`config.mk`:
```
export PLATFORM = sky130hd
export DESIGN_NAME = lsu_bus_master
export DESIGN_NICKNAME = d
export VERILOG_FILES = /design/src/rtl/lsu_bus_master.sv
export SDC_FILE = /design/constraint.sdc
export NUM_CORES = 1
export LEC_CHECK = 0
export ABC_AREA = 1
export CELL_PAD_IN_SITES_DETAIL_PLACEMENT = 1
export CELL_PAD_IN_SITES_GLOBAL_PLACEMENT = 2
export CORE_ASPECT_RATIO = 0.6
export CORE_MARGIN = 10
export CORE_UTILIZATION = 24
export CTS_CLUSTER_SIZE = 10
export DETAILED_ROUTE_END_ITERATION = 16
export PLACE_DENSITY = 0.83
export SYNTH_ARGS = -nofsm -noshare
export SYNTH_HDL_FRONTEND = slang
export SYNTH_SLANG_ARGS = --single-unit
```
`constraint.sdc`:
```
create_clock -name i_CLK -period 2 [get_ports i_CLK]
set_input_delay 0.6 -clock i_CLK [delete_from_list [all_inputs] [get_ports i_CLK]]
set_output_delay 0.6 -clock i_CLK [all_outputs]
set_load 0.005 [all_outputs]
```
`src/rtl/lsu_bus_master.sv`:
```
// Load/store bus master: registered access FSM between the execute stage and the system bus.
// Handles byte enables, sub-word store replication, load extension, grant handshake and error reporting.
module lsu_bus_master #(
  parameter int                ADDR_W   = 32,
  parameter int                NUM_CE   = 8,
  parameter logic [NUM_CE-1:0] GNT_MASK = NUM_CE'(8'h07),
  parameter int                TIMEOUT  = 16
) (
  input  logic              i_CLK,
  input  logic              i_RST,
  input  logic              i_REQ,
  input  logic              i_WE,
  input  logic [ADDR_W-1:0] i_ADDR,
  input  logic [31:0]       i_WDATA,
  input  logic [1:0]        i_SIZE,
  input  logic              i_ULOAD,
  output logic [31:0]       o_RDATA,
  output logic              o_STALL,
  output logic              o_ERR,
  output logic              o_BUS_REQ,
  input  logic              i_BUS_GNT,
  output logic [ADDR_W-1:0] o_BUS_ADDR,
  output logic [31:0]       o_BUS_WDATA,
  output logic              o_BUS_WE,
  output logic              o_BUS_RE,
  output logic [3:0]        o_BUS_BE,
  output logic [NUM_CE-1:0] o_BUS_CE,
  input  logic [31:0]       i_BUS_RDATA
);

  localparam int CE_BITS = $clog2(NUM_CE);
  localparam int CNT_W   = ($clog2(TIMEOUT + 1) > 5) ? $clog2(TIMEOUT + 1) : 5;

  localparam logic [1:0] SZ_B = 2'b00;
  localparam logic [1:0] SZ_H = 2'b01;
  localparam logic [1:0] SZ_W = 2'b10;

  typedef enum logic [1:0] {
    IDLE,
    ACCESS,
    DONE,
    ERR
  } state_t;

  state_t              r_state;
  logic [1:0]          r_lane;
  logic [1:0]          r_size;
  logic                r_uload;
  logic                r_gnt_rgn;
  logic [CNT_W-1:0]    r_cnt;
  logic                r_bus_req;
  logic                r_bus_we;
  logic                r_bus_re;
  logic [ADDR_W-1:0]   r_bus_addr;
  logic [31:0]         r_bus_wdata;
  logic [3:0]          r_bus_be;
  logic [NUM_CE-1:0]   r_bus_ce;
  logic [31:0]         r_rdata;
  logic                r_err;

  logic [1:0]          w_size;
  logic                w_misaligned;
  logic [CE_BITS-1:0]  w_region;
  logic [NUM_CE-1:0]   w_ce;
  logic [3:0]          w_be;
  logic [31:0]         w_wdata;
  logic [31:0]         w_shifted;
  logic [31:0]         w_load;
  logic                w_complete;
  logic                w_timeout;

  // Request decode: size code 11 is folded into word before anything else looks at it.
  always_comb begin
    w_size       = (i_SIZE == 2'b11) ? SZ_W : i_SIZE;
    w_region     = i_ADDR[ADDR_W-1 -: CE_BITS];
    w_ce         = {{(NUM_CE-1){1'b0}}, 1'b1} << w_region;
    w_misaligned = ((w_size == SZ_H) && i_ADDR[0]) ||
                   ((w_size == SZ_W) && (i_ADDR[1:0] != 2'b00));
    case (w_size)
      SZ_B: begin
        w_be    = 4'b0001 << i_ADDR[1:0];
        w_wdata = {4{i_WDATA[7:0]}};
      end
      SZ_H: begin
        w_be    = 4'b0011 << i_ADDR[1:0];
        w_wdata = {2{i_WDATA[15:0]}};
      end
      default: begin
        w_be    = 4'hF;
        w_wdata = i_WDATA;
      end
    endcase
  end

  // Load return path and completion conditions for the current ACCESS cycle.
  always_comb begin
    w_shifted = i_BUS_RDATA >> {r_lane, 3'b000};
    case (r_size)
      SZ_B:    w_load = r_uload ? {24'h0, w_shifted[7:0]}
                                : {{24{w_shifted[7]}}, w_shifted[7:0]};
      SZ_H:    w_load = r_uload ? {16'h0, w_shifted[15:0]}
                                : {{16{w_shifted[15]}}, w_shifted[15:0]};
      default: w_load = w_shifted;
    endcase
    w_complete = r_gnt_rgn ? i_BUS_GNT : 1'b1;
    w_timeout  = (TIMEOUT != 0) && (r_cnt == CNT_W'(TIMEOUT - 1));
  end

  always_ff @(posedge i_CLK) begin
    if (i_RST) begin
      r_state     <= IDLE;
      r_lane      <= 2'b00;
      r_size      <= SZ_W;
      r_uload     <= 1'b0;
      r_gnt_rgn   <= 1'b0;
      r_cnt       <= '0;
      r_bus_req   <= 1'b0;
      r_bus_we    <= 1'b0;
      r_bus_re    <= 1'b0;
      r_bus_addr  <= '0;
      r_bus_wdata <= '0;
      r_bus_be    <= '0;
      r_bus_ce    <= '0;
      r_rdata     <= '0;
      r_err       <= 1'b0;
    end else begin
      r_err <= 1'b0;
      case (r_state)
        IDLE: begin
          if (i_REQ) begin
            if (w_misaligned) begin
              r_state <= ERR;
              r_err   <= 1'b1;
            end else begin
              r_state     <= ACCESS;
              r_lane      <= i_ADDR[1:0];
              r_size      <= w_size;
              r_uload     <= i_ULOAD;
              r_gnt_rgn   <= GNT_MASK[w_region];
              r_cnt       <= '0;
              r_bus_req   <= 1'b1;
              r_bus_we    <= i_WE;
              r_bus_re    <= ~i_WE;
              r_bus_addr  <= {i_ADDR[ADDR_W-1:2], 2'b00};
              r_bus_wdata <= w_wdata;
              r_bus_be    <= w_be;
              r_bus_ce    <= w_ce;
            end
          end
        end
        ACCESS: begin
          // A grant arriving on the timeout cycle wins over the timeout.
          if (w_complete || w_timeout) begin
            r_state     <= w_complete ? DONE : ERR;
            r_err       <= ~w_complete;
            r_rdata     <= (w_complete && !r_bus_we) ? w_load : 32'h0;
            r_bus_req   <= 1'b0;
            r_bus_we    <= 1'b0;
            r_bus_re    <= 1'b0;
            r_bus_addr  <= '0;
            r_bus_wdata <= '0;
            r_bus_be    <= '0;
            r_bus_ce    <= '0;
          end else if (r_cnt != {CNT_W{1'b1}}) begin
            r_cnt <= r_cnt + 1'b1;
          end
        end
        DONE:    r_state <= IDLE;
        ERR:     r_state <= IDLE;
        default: r_state <= IDLE;
      endcase
    end
  end

  assign o_STALL     = ~i_RST & (((r_state == IDLE) & i_REQ) | (r_state == ACCESS));
  assign o_ERR       = r_err;
  assign o_RDATA     = r_rdata;
  assign o_BUS_REQ   = r_bus_req;
  assign o_BUS_WE    = r_bus_we;
  assign o_BUS_RE    = r_bus_re;
  assign o_BUS_ADDR  = r_bus_addr;
  assign o_BUS_WDATA = r_bus_wdata;
  assign o_BUS_BE    = r_bus_be;
  assign o_BUS_CE    = r_bus_ce;

endmodule

```
Word level (Yosys, flattened, before mapping):

Memory sizes are Yosys's and may differ from the RTL's. A register that Yosys moved wholly into a read port is not among the register bits.
Cells that the tools add are included.

* $add $sub $neg: 1
* multipliers: 0
* div/mod/pow operators: 0
* order comparisons: 0
* eq/ne operators: 14
* shifts and indexed selects: 4
* mux-type cells: 47
* bitwise gates (word level): 7
* reductions and logical operators: 17

Operators with widths (number)
* 32-bit 2-to-1 mux: 8
* 32-bit one-hot mux with 2 select lines: 4
* 32-bit by 5-bit right shift with 32-bit output: 1
* 8-bit 2-to-1 mux: 3
* 5-bit 2-to-1 mux: 4
* 4-bit one-hot mux with 2 select lines: 2
* 8-bit one-hot mux with 2 select lines: 1
* 1-bit 2-to-1 mux: 12
* 4-bit 2-to-1 mux: 3
* 2-bit != test (second input constant): 5
* 5-bit one-hot mux with 2 select lines: 1
* 2-bit equality test (second input constant): 4
* 2-bit 2-to-1 mux: 4
* 1-bit one-hot mux with 2 select lines: 4
* 1-bit by 3-bit left shift with 8-bit output (first input constant): 1
* 2-bit by 1-bit equality test with 1-bit output (second input constant): 3
* 2-bit zero test: 3
* 2-bit one-hot mux with 3 select lines: 1
* 5-bit by 1-bit adder with 5-bit output (second input constant): 1
* 5-bit by 4-bit equality test with 1-bit output (second input constant): 1
* 5-bit != test (second input constant): 1
* 5-bit AND reduction: 1
* 1-bit NOT: 4
* 2-bit AND reduction: 2
* 11 further kinds: 16

* flip-flop bits (word level): 124
* bits in latches: 0
* memory bits (writable): 0
* ROM bits: 8
* output and inout bits: 113
* logic and storage cells: 105
* memories kept: 1

Memories
* (no name shown): depth 8, width 1, rd ports 1, clocked after Yosys merged registers in 1, write ports 0, line 139 `r_gnt_rgn <= GNT_MASK[w_region];`

Longest topological paths before layout:

Gate-level depths: netlist of run 1.

* depth in word-level cells: 8
* gate-level depth with buffers: 13
* gate-level depth less buffers: 13

Worst setup path after synthesis of run 1:

Ideal clock, no wire load.

* path kind: register to register
* from: reg r_cnt[0]
* to: reg r_bus_addr[16] (netlist: o_BUS_ADDR[16])
* arrival time: 1.582 ns
* path slack: 0.274 ns
* cell stages (with the launch flop): 12
* path buffers: 2
* period minus slack after synthesis: 1.726 ns
* cell sequence: dfxtp_1 -> ha_1 -> nand2_1 -> nor2_1 -> ha_1 -> inv_1 -> a21boi_1 -> nand2_2 -> buf_6 -> buf_12 -> nand2_4 -> a21oi_2

* cells in the longest elaborated chain, start to end: 4

RTL lines
* from (decl): line 50 `logic [CNT_W-1:0] r_cnt;`
* from (signal assigned): line 165 `r_cnt <= r_cnt + 1'b1;`
* 5-bit by 4-bit equality test with 1-bit output: line 106 `w_timeout = (TIMEOUT != 0) && (r_cnt == CNT_W'(TIMEOUT - 1));`
* 1-bit logical OR: line 153 `if (w_complete || w_timeout) begin`
* 2-bit != test (no source line)
* 4-bit AND reduction (no source line)
* to (signal assigned): line 144 `r_bus_addr <= {i_ADDR[ADDR_W-1:2], 2'b00};`
* to (decl): line 54 `logic [ADDR_W-1:0] r_bus_addr;`

Every way passes these cells.
A chain may end at the register's enable or synchronous reset.

Worst setup path after layout of run 1:

* from: reg r_rdata[28] (netlist: o_RDATA[28])
* to: out o_RDATA[28]

RTL lines
* from (decl): line 58 `logic [31:0] r_rdata;`
* from (signal assigned): line 156 `r_rdata <= (w_complete && !r_bus_we) ? w_load : 32'h0;`
* to (decl): line 17 `output logic [31:0] o_RDATA,`

No word-level cell between the ends.

==> results.tsv, run 1 <==
stage	metric	value	unit
place	Port Buffers	214	
worst_setup_path	crit-path leading delay family	buffers and inverters	
global_routing	initial antenna violation count	0	
cells_and_area	ant diodes	0	
drt	via count	6346	
place	GP Congestion	0.8521	
cts	Clock Latency Late Sink	0.42	ns
timing	Worst Setup Slack, final	0.04140	ns
drt	final WL	25.59	mm
cts	CTS Buf Count	17	
drt	drt pass-1 iters	4	
die	Die Span X	220.7	um
cells_and_area	Finished Cell Area	9400	um^2
logic_synthesis	top cell type's share of synthesized area	0.4245	
timing	min Tclk post-route	1.959	ns
worst_setup_path	CP max stage delay	0.61	ns
logic_synthesis	flops & latches, synth	123	
timing	FMAX	510.6	MHz
worst_setup_path	CP Cell Sequence	clkdlybuf4s50_1	
timing	fin. max-slew vios	0	
drt	drt initial violations	379	
cts	Worst-path clk slew	0.06	ns
drt	Residual DRC	0	
global_routing	first-pass GRT wire length	37.86	mm
worst_setup_path	crit path max fanout	2	
timing	Final Cycle Share	0.9793	
cells_and_area	Reg area	2470	um^2
cts	deepest level of the CTS H-tree	4	
drt	Via density	4.622	
run_status	status	finished, final reports clean	
place	Area after DPL	8646	um^2
worst_setup_path	Arr. time, crit path	1.36	ns
timing	setup TNS	0	ns
cts	Longest Clk Path Bufs	2	
cells_and_area	final net count	1154	
logic_synthesis	Synth Flop Type	dfxtp_1	
worst_hold_path	worst min path class	reg2reg	
cts	Sink Count	123	
logic_synthesis	Post-Syn Area	5801	um^2
drt	per-cell routed wire length	18.64	um
global_routing	largest net degree at the start of global routing	62	
worst_setup_path	worst path bufs/invs	1	
worst_setup_path	required time of the worst setup path	1.40	ns
worst_setup_path	CP max stage cell	clkdlybuf4s50_1	
logic_synthesis	Distinct cells, synth	32	
die	Die H	140.4	um
logic_synthesis	most frequent cell after synthesis	nand2_1	
cells_and_area	Final Util	0.4007	
logic_synthesis	Post-synth EDFFs	0	
cells_and_area	Syn-to-layout area delta	62.06	%
cts	Root Buffer	clkbuf_16	
power	Max IR drop VDD	0.5531	mV
global_routing	grt ovf	0	
logic_synthesis	Syn Inst Count	796	
logic_synthesis	synth top area cells	dfxtp_1, nand2_1, a21oi_1	
die	Core Box Area	23460	um^2
global_routing	vias in the first global route	6396	
power	Leak	3.730	nW
die	Initial Util	0.2473	
global_routing	Total GRT Usage	0.1588	
logic_synthesis	cell taking the most area after synthesis	dfxtp_1	
worst_setup_path	Worst setup EP type	output pin	
logic_synthesis	sequential fraction of the synthesis area	0.4245	
worst_setup_path	CP startpoint kind	flip-flop	
run	# Max-Cap Violations	0	
logic_synthesis	yosys warns	0	
timing	final count of hold timing violations	0	
drt	number of nets with antenna violations after routing	0	
timing	final setup violating endpoints	0	
cells_and_area	layout cells sized above 1	0.1720	
die	area of the die	30990	um^2
die	Ports	217	
logic_synthesis	mean area per synthesized cell	7.287	um^2
logic_synthesis	async set-reset flop share out of synthesis	0	
cells_and_area	# fillers	2833	
timing	clock skew	0.007398	ns
cts	CTS Hold Bufs	0	
worst_setup_path	critical path class	reg2out	
logic_synthesis	synth cell count leaders	nand2_1, dfxtp_1, a21oi_1	
worst_setup_path	Worst R2R Setup Slack	0.11	ns
place	worst slack, placed	-0.4605	ns
cells_and_area	area of the multi-input gates	2922	um^2
die	num rows	43	
power	total power divided by cell area	788.6	nW/um^2
place	HPWL reported at the end of detailed placement	19.39	mm
cts	TritonCTS clock tree	done	
## routing by layer
| layer | vias to the layer above | track usage | wire (um) |
|---|---|---|---|
| met5 | - | 0 | 0 |
| met4 | 0 | 0.04207 | 301 |
| met3 | 18 | 0.06731 | 2158 |
| met2 | 168 | 0.2207 | 10610 |
| met1 | 3042 | 0.2173 | 12520 |
| li1 | 3118 | - | - |
## flip-flops by register name, summed over array words and instances, names as in the netlist
signal and cells:
o_BUS_WDATA 32, r_gnt_rgn 1, o_RDATA 32, o_BUS_BE 4, o_BUS_RE 1, o_BUS_CE 8, r_uload 1, o_BUS_ADDR 30
r_state 2, r_cnt 5, o_ERR 1, o_BUS_REQ 1, r_lane 2, o_BUS_WE 1, r_size 2
## where the power goes
group	total [W]	leakage, nW	switching, W	internal [W]
logic	0.00167	2.45	0.000848	0.000823
registers	0.00269	1.00	0.0000921	0.00260
clock network	0.00305	0.279	0.00114	0.00191
## cell type report
class                           count  area share
Clock inverter                      7    0.009716
Multi-Input combinational cell    583      0.3108
Tap cell                          315     0.04193
Timing Repair Buffer              288      0.3104
Clock buffer                       23     0.05085
Sequential cell                   123      0.2627
Inverter                           34     0.01358
## what timing repair did
item	in CTS	in global routing
setup buffers	0	5
endpoints found under the setup margin	1	103
gates cloned	0	3
gates resized for setup	7	26
pin swaps	1	6
## final timing paths
kind,start,to,cells after the start
setup / recovery,o_RDATA[28],o_RDATA[28],1
hold reg to reg,o_BUS_WDATA[4],o_BUS_WDATA[4],2
setup reg to reg,r_cnt[0],o_BUS_ADDR[3],11
hold / removal,o_BUS_WDATA[4],o_BUS_WDATA[4],2
## cells by family after synthesis
| family | Yosys count | share of synthesized area |
|---|---|---|
| flip-flops | 123 | 0.4245 |
| AO/OA/AOI/OAI | 205 | 0.2082 |
| AND/OR/NAND/NOR | 373 | 0.2813 |
| other | 1 | 0.0006465 |
| buffers and inverters | 91 | 0.07895 |
| adder cells (fa/ha/maj) | 3 | 0.006472 |
## cells in the final DEF, fill, tap and decap left out, types with 14 or more instances in the layout
cell type / synthesis / layout
a21oi_1: 120 / 119
a21oi_2: 20 / 21
buf_4: 8 / 59
clkbuf_16: 0 / 19
clkdlybuf4s50_1: 0 / 202
dfxtp_1: 123 / 117
inv_1: 30 / 30
nand2_1: 248 / 246
nand2_2: 13 / 14
nand3_1: 27 / 27
nor2_1: 47 / 45
o211ai_1: 39 / 39
o21ai_0: 23 / 23
## stage by stage
stage / hold WS (ns) / power [W] / instances
2_1_floorplan: 0.4498 / 0.003461 / 797
3_3_place_gp: 0.4468 / 0.004316 / 1335
3_5_place_dp: 0.4533 / 0.004333 / 1335
4_1_cts: 0.4626 / 0.007437 / 1365
5_1_grt: 0.4785 / 0.007788 / 1373
6_report: 0.4584 / 0.007413 / 1373
(Power assumes the default switching activity.)
==> run 2, diff against run 1 <==
--- a/config.mk
+++ b/config.mk
@@ -10,10 +10,11 @@
 export CELL_PAD_IN_SITES_GLOBAL_PLACEMENT = 2
 export CORE_ASPECT_RATIO = 0.6
 export CORE_MARGIN = 10
-export CORE_UTILIZATION = 24
+export CORE_UTILIZATION = 34
 export CTS_CLUSTER_SIZE = 10
 export DETAILED_ROUTE_END_ITERATION = 16
-export PLACE_DENSITY = 0.83
+export DONT_BUFFER_PORTS = 1
+export PLACE_DENSITY = 0.82
 export SYNTH_ARGS = -nofsm -noshare
 export SYNTH_HDL_FRONTEND = slang
 export SYNTH_SLANG_ARGS = --single-unit
==> run 2 against run 1 <==
- flip-flop and latch count did not move
- clock skew rose by 0.0042 ns
- highest routed layer unchanged
- sequential share of layout area rose by 12 points
- critical path type is now reg2reg
- count of clock-buffer cells in the layout fell by 5
- non-clock buffer count fell by 270
- critical path depth up 9
- largest cell class unchanged
- clock power is 4% lower
- register-to-register slack lost 0.02 ns
- utilization decreased by 0.52 points
- combinational power is 47% lower
==> results.tsv, run 2 (same netlist as run 1, synthesis figures left out) <==
stage	metric	value	unit	change
run_status	status	finished, final reports clean		
timing	final setup violating endpoints	0		unchanged
cts	CTS Buf Count	17		unchanged
worst_setup_path	required time of the worst setup path	2.30	ns	+0.90 ns
worst_setup_path	crit path max fanout	38		+36
power	total power divided by cell area	1004	nW/um^2	+27%
drt	final WL	21.13	mm	-17%
global_routing	grt ovf	0		unchanged
cts	Longest Clk Path Bufs	2		unchanged
drt	DR top layer	met4		
run	# Max-Cap Violations	0		unchanged
cts	deepest level of the CTS H-tree	4		unchanged
cells_and_area	# fillers	2075		-27%
cells_and_area	Finished Cell Area	6521	um^2	-31%
power	Max IR drop VDD	0.5032	mV	-9.0%
timing	clock skew	0.01165	ns	+0.004250 ns
global_routing	largest net degree at the start of global routing	119		+92%
drt	number of nets with antenna violations after routing	0		unchanged
cts	Root Buffer	clkbuf_16		
drt	M1 WL	9.267	mm	-26%
worst_setup_path	CP startpoint kind	flip-flop		
cts	TritonCTS clock tree	done		
timing	fin. max-slew vios	0		unchanged
place	worst slack, placed	0.02279	ns	+0.4833 ns
timing	FMAX	522.8	MHz	+2.4%
cells_and_area	Final Util	0.3956		-0.005168
worst_setup_path	CP max stage delay	0.38	ns	-0.23 ns
global_routing	vias in the first global route	5499		-14%
place	Port Buffers	0		-100%
power	Tot Pwr	0.006549	W	-12%
timing	min Tclk post-route	1.913	ns	-0.04594 ns
drt	per-cell routed wire length	20.76	um	+11%
die	num rows	36		-16%
global_routing	Total GRT Usage	0.1799		+0.02111
drt	Residual DRC	0		unchanged
die	area of the die	22860	um^2	-26%
worst_setup_path	critical path class	reg2reg		
place	GP Congestion	0.8396		-1.5%
timing	worst slew pin tran	0.5629	ns	
worst_setup_path	worst path bufs/invs	2		+1
cts	Clock Latency Late Sink	0.43	ns	about the same
place	HPWL reported at the end of detailed placement	15.64	mm	-19%
worst_setup_path	CP max stage cell	dfxtp_1		
drt	Routed met2 length	9.135	mm	-14%
drt	met3 WL	2.547	mm	+18%
worst_setup_path	RR Startpoint	r_cnt[0]		
timing	Worst Setup Slack, final	0.08734	ns	+0.04594 ns
drt	via count	5334		-16%
global_routing	first-pass GRT wire length	32.42	mm	-14%
cells_and_area	commonest non-fill, non-tap cell in the layout	nand2_1		
cells_and_area	ant diodes	0		unchanged
global_routing	initial antenna violation count	0		unchanged
die	Die Span X	188.6	um	-15%
worst_setup_path	CP startpoint	r_cnt[0]		
place	Area after DPL	5909	um^2	-32%
worst_setup_path	crit-path leading delay family	simple AND/OR/NAND/NOR gates		
die	Core Box Area	16490	um^2	-30%
drt	drt pass-1 iters	6		+2
die	Initial Util	0.3519		+0.1046
cells_and_area	layout cells sized above 1	0.1544		-0.01759
worst_hold_path	worst min path class	in2reg		
drt	Via density	5.240		+13%
die	Die H	121.2	um	-14%
power	Leak	2.449	nW	-34%
worst_hold_path	HP Start	i_RST		
drt	drt initial violations	329		-13%
cts	CTS Hold Bufs	0		unchanged
cells_and_area	Syn-to-layout area delta	12.42	%	
timing	final count of hold timing violations	0		unchanged
timing	Slew headroom	0.6243		
cells_and_area	most frequent cells in the layout	nand2_1, dfxtp_1, a21oi_1, nor2_1, o211ai_1		
die	Ports	217		unchanged
worst_setup_path	CP Cell Sequence	ha_1 -> nand2_1 -> nor2_2 -> ha_1 -> inv_1 -> a21boi_2 -> nand2_4 -> clkbuf_16 -> nand2_1 -> a21oi_1		
cells_and_area	final net count	884		-23%
cts	Sink Count	123		unchanged
worst_setup_path	Arr. time, crit path	2.21	ns	+0.85 ns
cts	Worst-path clk slew	0.06	ns	about the same
worst_setup_path	Worst setup EP type	flip-flop		
timing	Final Cycle Share	0.9563		-0.02297
## run 2: metrics by stage
stage | hold WS [ns] | setup TNS (ns) | cells
after detailed placement | 0.4792 | 0 | 984
after CTS | 0.2259 | 0 | 1016
final | 0.2280 | 0 | 1018
after floorplan | 0.4498 | 0 | 797
after global routing | 0.2019 | -0.4373 | 1018
after global placement | 0.4719 | 0 | 984
## run 2: where the power goes
| part | internal, W | leakage (nW) | switching (W) | total [W] |
|---|---|---|---|---|
| registers | 0.00260 | 1.00 | 0.000146 | 0.00274 |
| clock network | 0.00163 | 0.263 | 0.00130 | 0.00292 |
| logic | 0.000301 | 1.18 | 0.000581 | 0.000882 |
| total | 0.00452 | 2.45 | 0.00203 | 0.00655 |
## run 2: timing repair
action                                  4_1_cts  5_1_grt
resized for setup                             1        7
setup buffers                                 0        1
pin swaps                                     0        2
cloned                                        0        1
endpoints found under the setup margin        1       81
## run 2: final timing paths
path	end	slack, ns	depth (start not counted)
max	o_BUS_WDATA[16]	0.09	10
min	o_BUS_ADDR[30]	0.23	1
max reg2reg	o_BUS_WDATA[16]	0.09	10
min reg2reg	r_size[0]	0.48	2
## run 2: cell type report
cell class                 instances  area, um^2  share of cell area
timing repair buffer              18       185.2             0.02840
multi-input combinational        583        2907              0.4457
sequential                       123        2464              0.3778
clock buffer                      18       429.2             0.06581
tap                              228       285.3             0.04375
inverter                          34       127.6             0.01957
clock inverter                    14       123.9             0.01899
## run 2: routing by layer
| metal | vias up | track usage |
|---|---|---|
| met5 | - | 0 |
| met4 | 0 | 0.04689 |
| met3 | 17 | 0.09701 |
| met2 | 183 | 0.2666 |
| met1 | 2551 | 0.2227 |
| li1 | 2583 | - |
